File: config.mk
export PLATFORM = sky130hd
export DESIGN_NAME = rv_decode_stage
export DESIGN_NICKNAME = d
export VERILOG_FILES = /design/src/rtl/rv_decode_stage.sv
export SDC_FILE = /design/constraint.sdc
export NUM_CORES = 1
export LEC_CHECK = 0
export ABC_AREA = 1
export CORE_MARGIN = 2
export CORE_UTILIZATION = 57
export CTS_CLUSTER_SIZE = 16
export DETAILED_ROUTE_END_ITERATION = 10
export GPL_TIMING_DRIVEN = 0
export HOLD_SLACK_MARGIN = 0.02
export PLACE_DENSITY = 0.81
export SLEW_MARGIN = 0
export SYNTH_ARGS = -nofsm -noshare
export SYNTH_HDL_FRONTEND = slang
export SYNTH_SLANG_ARGS = --single-unit
File: constraint.sdc
create_clock -name clk -period 5 [get_ports clk]
set_clock_uncertainty 0.15 [all_clocks]
set_input_delay 1.25 -clock clk [delete_from_list [all_inputs] [get_ports clk]]
set_output_delay 1.25 -clock clk [all_outputs]
set_load 0.02 [all_outputs]
File: src/rtl/rv_decode_stage.sv
// rv_decode_stage: registered RV32I (+ optional RV32M) decode stage between
// fetch and execute, with valid/ready handshake, one-entry skid buffer and flush.
module rv_decode_stage #(
    parameter int unsigned PC_W = 32,
    parameter bit          EN_M = 1'b0
) (
    input  logic            clk,
    input  logic            rst_n,
    input  logic            in_valid,
    output logic            in_ready,
    input  logic [31:0]     in_instr,
    input  logic [PC_W-1:0] in_pc,
    input  logic            flush,
    output logic            out_valid,
    input  logic            out_ready,
    output logic [PC_W-1:0] out_pc,
    output logic [5:0]      out_op,
    output logic [4:0]      out_rd,
    output logic [4:0]      out_rs1,
    output logic [4:0]      out_rs2,
    output logic [31:0]     out_imm,
    output logic            out_rd_we,
    output logic [9:0]      out_f7f3,
    output logic            out_illegal
);

    localparam int unsigned OP_W  = 6;
    localparam int unsigned REG_W = 5;

    typedef struct packed {
        logic [PC_W-1:0]  pc;
        logic [OP_W-1:0]  op;
        logic [REG_W-1:0] rd;
        logic [REG_W-1:0] rs1;
        logic [REG_W-1:0] rs2;
        logic [31:0]      imm;
        logic             rd_we;
        logic [9:0]       f7f3;
        logic             illegal;
    } dec_t;

    dec_t       dec_c;
    dec_t       main_q, main_d;
    dec_t       skid_q, skid_d;
    logic       main_valid_q, main_valid_d;
    logic       skid_valid_q, skid_valid_d;
    logic       in_ready_q, in_ready_d;
    logic       accept;

    logic [6:0]  opcode;
    logic [2:0]  f3;
    logic [6:0]  f7;
    logic [31:0] imm_i, imm_s, imm_b, imm_j, imm_u;

    assign opcode = in_instr[6:0];
    assign f3     = in_instr[14:12];
    assign f7     = in_instr[31:25];
    assign imm_i  = {{20{in_instr[31]}}, in_instr[31:20]};
    assign imm_s  = {{20{in_instr[31]}}, in_instr[31:25], in_instr[11:7]};
    assign imm_b  = {{19{in_instr[31]}}, in_instr[31], in_instr[7], in_instr[30:25], in_instr[11:8], 1'b0};
    assign imm_j  = {{11{in_instr[31]}}, in_instr[31], in_instr[19:12], in_instr[20], in_instr[30:21], 1'b0};
    assign imm_u  = {in_instr[31:12], 12'b0};

    // Decode the incoming word into operation, register fields and immediate.
    always_comb begin
        logic use_rd, use_rs1, use_rs2;
        logic [OP_W-1:0] op;
        logic [31:0]     imm;
        use_rd  = 1'b0;
        use_rs1 = 1'b0;
        use_rs2 = 1'b0;
        op      = '0;
        imm     = '0;
        case (opcode)
            7'b0110111: begin op = 6'd1; use_rd = 1'b1; imm = imm_u; end
            7'b0010111: begin op = 6'd2; use_rd = 1'b1; imm = imm_u; end
            7'b1101111: begin op = 6'd3; use_rd = 1'b1; imm = imm_j; end
            7'b1100111: begin
                op = (f3 == 3'b000) ? 6'd4 : 6'd0;
                use_rd = 1'b1; use_rs1 = 1'b1; imm = imm_i;
            end
            7'b1100011: begin
                case (f3)
                    3'b000:  op = 6'd5;
                    3'b001:  op = 6'd6;
                    3'b100:  op = 6'd7;
                    3'b101:  op = 6'd8;
                    3'b110:  op = 6'd9;
                    3'b111:  op = 6'd10;
                    default: op = 6'd0;
                endcase
                use_rs1 = 1'b1; use_rs2 = 1'b1; imm = imm_b;
            end
            7'b0000011: begin
                case (f3)
                    3'b000:  op = 6'd11;
                    3'b001:  op = 6'd12;
                    3'b010:  op = 6'd13;
                    3'b100:  op = 6'd14;
                    3'b101:  op = 6'd15;
                    default: op = 6'd0;
                endcase
                use_rd = 1'b1; use_rs1 = 1'b1; imm = imm_i;
            end
            7'b0100011: begin
                case (f3)
                    3'b000:  op = 6'd16;
                    3'b001:  op = 6'd17;
                    3'b010:  op = 6'd18;
                    default: op = 6'd0;
                endcase
                use_rs1 = 1'b1; use_rs2 = 1'b1; imm = imm_s;
            end
            7'b0010011: begin
                case (f3)
                    3'b000:  op = 6'd19;
                    3'b010:  op = 6'd20;
                    3'b011:  op = 6'd21;
                    3'b100:  op = 6'd22;
                    3'b110:  op = 6'd23;
                    3'b111:  op = 6'd24;
                    3'b001:  op = (f7 == 7'b0000000) ? 6'd25 : 6'd0;
                    default: op = (f7 == 7'b0000000) ? 6'd26 :
                                  (f7 == 7'b0100000) ? 6'd27 : 6'd0;
                endcase
                use_rd = 1'b1; use_rs1 = 1'b1; imm = imm_i;
            end
            7'b0110011: begin
                if (f7 == 7'b0000000) begin
                    case (f3)
                        3'b000:  op = 6'd28;
                        3'b001:  op = 6'd30;
                        3'b010:  op = 6'd31;
                        3'b011:  op = 6'd32;
                        3'b100:  op = 6'd33;
                        3'b101:  op = 6'd34;
                        3'b110:  op = 6'd36;
                        default: op = 6'd37;
                    endcase
                end else if (f7 == 7'b0100000) begin
                    op = (f3 == 3'b000) ? 6'd29 : (f3 == 3'b101) ? 6'd35 : 6'd0;
                end else if (f7 == 7'b0000001 && EN_M) begin
                    op = 6'd39 + 6'(f3);
                end
                use_rd = 1'b1; use_rs1 = 1'b1; use_rs2 = 1'b1;
            end
            7'b1110011: op = (in_instr == 32'h0000_0073) ? 6'd38 : 6'd0;
            default:    op = '0;
        endcase

        // Illegal encodings carry no register fields or immediate.
        dec_c.pc      = in_pc;
        dec_c.op      = op;
        dec_c.illegal = (op == '0);
        dec_c.f7f3    = {f7, f3};
        dec_c.rd      = (use_rd  && !dec_c.illegal) ? in_instr[11:7]  : '0;
        dec_c.rs1     = (use_rs1 && !dec_c.illegal) ? in_instr[19:15] : '0;
        dec_c.rs2     = (use_rs2 && !dec_c.illegal) ? in_instr[24:20] : '0;
        dec_c.imm     = dec_c.illegal ? '0 : imm;
        dec_c.rd_we   = (dec_c.rd != '0);
    end

    assign accept = in_valid & in_ready_q & ~flush;

    // Main/skid occupancy: drain refills main from skid first, stall parks into skid.
    always_comb begin
        main_d       = main_q;
        skid_d       = skid_q;
        main_valid_d = main_valid_q;
        skid_valid_d = skid_valid_q;
        if (flush) begin
            main_valid_d = 1'b0;
            skid_valid_d = 1'b0;
        end else if (!main_valid_q || out_ready) begin
            if (skid_valid_q) begin
                main_d       = skid_q;
                main_valid_d = 1'b1;
                skid_valid_d = 1'b0;
            end else if (accept) begin
                main_d       = dec_c;
                main_valid_d = 1'b1;
            end else begin
                main_valid_d = 1'b0;
            end
        end else if (accept) begin
            skid_d       = dec_c;
            skid_valid_d = 1'b1;
        end
        in_ready_d = ~skid_valid_d;
    end

    // State registers.
    always_ff @(posedge clk or negedge rst_n) begin
        if (!rst_n) begin
            main_q       <= '0;
            skid_q       <= '0;
            main_valid_q <= 1'b0;
            skid_valid_q <= 1'b0;
            in_ready_q   <= 1'b1;
        end else begin
            main_q       <= main_d;
            skid_q       <= skid_d;
            main_valid_q <= main_valid_d;
            skid_valid_q <= skid_valid_d;
            in_ready_q   <= in_ready_d;
        end
    end

    assign in_ready    = in_ready_q;
    assign out_valid   = main_valid_q;
    assign out_pc      = main_q.pc;
    assign out_op      = main_q.op;
    assign out_rd      = main_q.rd;
    assign out_rs1     = main_q.rs1;
    assign out_rs2     = main_q.rs2;
    assign out_imm     = main_q.imm;
    assign out_rd_we   = main_q.rd_we;
    assign out_f7f3    = main_q.f7f3;
    assign out_illegal = main_q.illegal;

endmodule

==> metrics list <==
- STA classifies the critical path startpoint as an input pin.
- For this block, the routed nets add up to 28,100 um of wire.
- After floorplanning, the core was sized to cover 0.0164 sq mm.
- Count of cell types in the netlist: 31
- The flow ran to the end, and the final reports show no timing, DRC or antenna violations.
- The min-delay analysis places its worst path in the category register to register.
* Worst-case vdd ir drop: 0.260 mV
- Yosys mapped a number of flops with a built-in enable equal to 0.
* Overall Global Routing Usage: 32.5%
- Overall die height: 133 um
- Main combinational cell family by area after synthesis: simple AND/OR/NAND/NOR gates
* Slew Limit Fails: 0
- HPWL after detailed placement: 20,200 um
* Fraction of synthesized cell area in xor and xnor cells: 0%
- Final period utilization: 74.0%
* Final layout net count: 1,528
- The completed layout was analyzed and its total power is 4.07 mW.
- Sequential elements use 52.1% of the synthesized area.
* Global-route wire length before repair: 45,100 um
- Post-CTS clock slew at the launch and capture registers of the worst setup and hold paths: 0.07 ns
- In this run the remaining antenna-violating nets after routing total 0.
- In this run the deepest clock path goes through 2 buffers.
- Of the total synthesized cell area, the portion taken by full adders, half adders and majority gates is 0%.
- For this run, global-route usage on met3 was measured as 5.59%.
* Total of max-cap violations: 0
- The H-tree was split into 4 levels.
- Worst setup margin: 1.30 ns
* Initial detailed-routing violation count: 1,175
* Final instance area: 0.0121 sq mm
- PortBufs: 167
- Placed inst area: 0.0114 sq mm
- The via count of the first global-routing pass came to 8,628.
* Setup fix buffers added after clock tree synthesis: 0
* GR Layer Usage met1: 47.3%
- Pin count of the biggest net entering global routing: 103
- Drt wl/cell: 16.6 um
* Most common flop cell mapped by yosys: sky130_fd_sc_hd__dfrtp_1
- Vias after detailed routing: 9,258
- Core occupancy in the finished layout: 73.4%
- Buffers inserted to repair hold after CTS numbered 0.
- Flip-flop and latch count after synthesis: 197
* Final hold violations: 0
- The top cell type by area accounts for 51.8% of the synthesized area.
- Critical Path End Type: register
* Worst path arrival time: 3.88 ns
- By instance count, the leading cell after synthesis is sky130_fd_sc_hd__nand2_1.
* Yosys warnings: 0
- Antenna fix cells: 0
* Final count of negative-setup-slack endpoints: 0
* Global route hottest layer: met2
- Along the worst path, the maximum fanout reaches 10.
- Summing the areas of all and, or, nand and nor instances in the mapped netlist gives 29.8% of the synthesized area.
- The synthesized netlist occupies a cell area of 0.00946 sq mm.
- Width of the die: 133 um
* Clock Sinks: 197
- The critical path in this run is classified as input pin to register.
- Area growth from synthesis to layout: 27.4%
* Remaining design rule violation count: 0
- Maximum clock frequency: 270 MHz
* Ports placed on the boundary: 168
- Top cells by area, synth: sky130_fd_sc_hd__dfrtp_1 52%, sky130_fd_sc_hd__nand2_1 19%, sky130_fd_sc_hd__o21ai_0 10%
* Pre-antenna DRT Iters: 6
- Reported leakage power: 6.31 nW
* Aggregate global routing overflow: 0
- Root buffer selected by CTS: sky130_fd_sc_hd__clkbuf_16
- In the synthesized netlist, the cells that appear most often are 482 x sky130_fd_sc_hd__nand2_1, 196 x sky130_fd_sc_hd__dfrtp_1, 191 x sky130_fd_sc_hd__o21ai_0, 138 x sky130_fd_sc_hd__nor2_1, 71 x sky130_fd_sc_hd__inv_1.
- The number of nets handed over by synthesis was 1,341.
- Summing the areas of all compound-gate instances in the mapped netlist gives 11.9% of the synthesized area.
* Die Outline Area: 0.0176 sq mm
* Number of rows created at floorplan: 47
- Insertion delay of the later-clocked pin in the worst-skew pair: 0.44 ns
* Effective utilization at floorplan: 57.7%
* Avg Vias per Cell: 5.47
* Final period demand of the worst path: 3.70 ns
* Actual transition at the worst max-transition pin: 0.766 ns
* Pwr Density: 338 mW/mm^2
- CTS tree: done
* GR met2 Demand/Resource: 49.2%
- The worst pin sits at a relative slew slack of 48.9%.
- At the end of routability-driven placement, the weighted congestion stood at 0.929.
- Multiplexer cells account for 0% of the synthesized area.
- In the synthesized netlist the async set-or-reset flop fraction comes to 100%.
- Unrepaired setup endpoints after global routing: no
- For the worst setup path, the data required time is 5.18 ns.
- Antenna violations before repair: 0
- OpenSTA, run right after detailed placement, puts the worst setup slack at 0.957 ns.
- A synthesized cell averages 7.44 sq um.
- In this run, CTS created clock tree buffers numbering 17.
- The cell count after synthesis came out at 1,272.
- Share of layout cells above drive strength 1: 5.44%
- The number of gates resized after CTS was 0.
- Of all cell types, the one taking the most synthesized area is sky130_fd_sc_hd__dfrtp_1.
-- worst paths after layout --
path	startpoint	to	slack, ns	cells after the start
min in group asynchronous	rst_n	out_pc[23]$_DFFE_PN0P_	0.70	1
max in group asynchronous	rst_n	skid_q[38]$_DFFE_PN0P_	3.07	2
min reg2reg	out_imm[24]$_DFFE_PN0P_	out_imm[24]$_DFFE_PN0P_	0.33	2
min	out_imm[24]$_DFFE_PN0P_	out_imm[24]$_DFFE_PN0P_	0.33	2
max reg2reg	skid_valid_q$_DFF_PN0_	out_imm[13]$_DFFE_PN0P_	1.99	8
max	in_instr[14]	out_imm[4]$_DFFE_PN0P_	1.30	16
-- where the power goes --
| part | switching, mW | total [mW] | internal (mW) |
|---|---|---|---|
| clock network | 0.638 | 1.45 | 0.808 |
| registers | 0.0981 | 1.88 | 1.78 |
| logic | 0.432 | 0.747 | 0.315 |
-- cells by family after synthesis --
group,count (synthesis)
DFF,197
buffers and inverters,148
and+or+nand+nor,705
AOI/OAI and AO/OA,222
-- through the flow --
stage                      TNS, ns  cells  hold slack, ns
after floorplan                  0   1272           0.294
after detailed placement         0   1660           0.313
after global placement    -1106.45   1659           0.306
after global routing             0   1691           0.346
after CTS                        0   1691           0.330
final                            0   1691           0.328
-- area by class of cell --
cell class / instances / area [sq um]
clock buffer: 19 / 443
clock inverter: 12 / 168
buffer: 69 / 289
timing repair buffer: 168 / 1700
fill: 1267 / 4360
inverter: 79 / 297
sequential: 197 / 4930
tap: 220 / 275
multi-input combinational: 927 / 3940
-- flip-flops by register name, summed over array words and instances (netlist names) --
name / flops
out_rd_we: 1
out_illegal: 1
out_f7f3: 10
out_rs1: 5
out_op: 6
out_pc: 32
out_rs2: 5
out_rd: 5
skid_valid_q: 1
out_valid: 1
skid_q: 97
in_ready: 1
out_imm: 32
-- routing by layer --
layer,part of all wire (%),up-vias
li1,-,4378
met1,43,4373
met2,46,454
met3,7.8,53
met4,2.6,0
met5,0,-
-- worst max-delay path, cell delays in order --
cell and delay [ns]:
sky130_fd_sc_hd__clkdlybuf4s50_1 0.55, sky130_fd_sc_hd__inv_2 0.23, sky130_fd_sc_hd__nand2_2 0.13, sky130_fd_sc_hd__nor2_2 0.18, sky130_fd_sc_hd__nand3b_1 0.13, sky130_fd_sc_hd__nand2_1 0.05
sky130_fd_sc_hd__nor2_1 0.13, sky130_fd_sc_hd__nand3_1 0.18, sky130_fd_sc_hd__nor2_2 0.17, sky130_fd_sc_hd__nand3_2 0.18, sky130_fd_sc_hd__buf_6 0.20, sky130_fd_sc_hd__buf_6 0.17
sky130_fd_sc_hd__nand2_2 0.07, sky130_fd_sc_hd__nand2_1 0.05, sky130_fd_sc_hd__nand2_1 0.12, sky130_fd_sc_hd__nand2_1 0.07
-- placed cells by master, fill, tap and decap left out, drive strengths merged --
cell type,instances
clkdlybuf4s50,166
inv,83
and3,1
nor3,3
nand3b,2
a21oi,5
dfrtp,196
nand2,496
buf,14
a2bb2oi,1
o21ai,212
o211ai,1
clkbuf,76
clkinvlp,3
nor2,150
bufinv,3
or2,1
dfstp,1
clkinv,2
o22ai,1
nand4,3
nand3,49
a31oi,1
o2111ai,1
(Power assumes the default switching activity.)
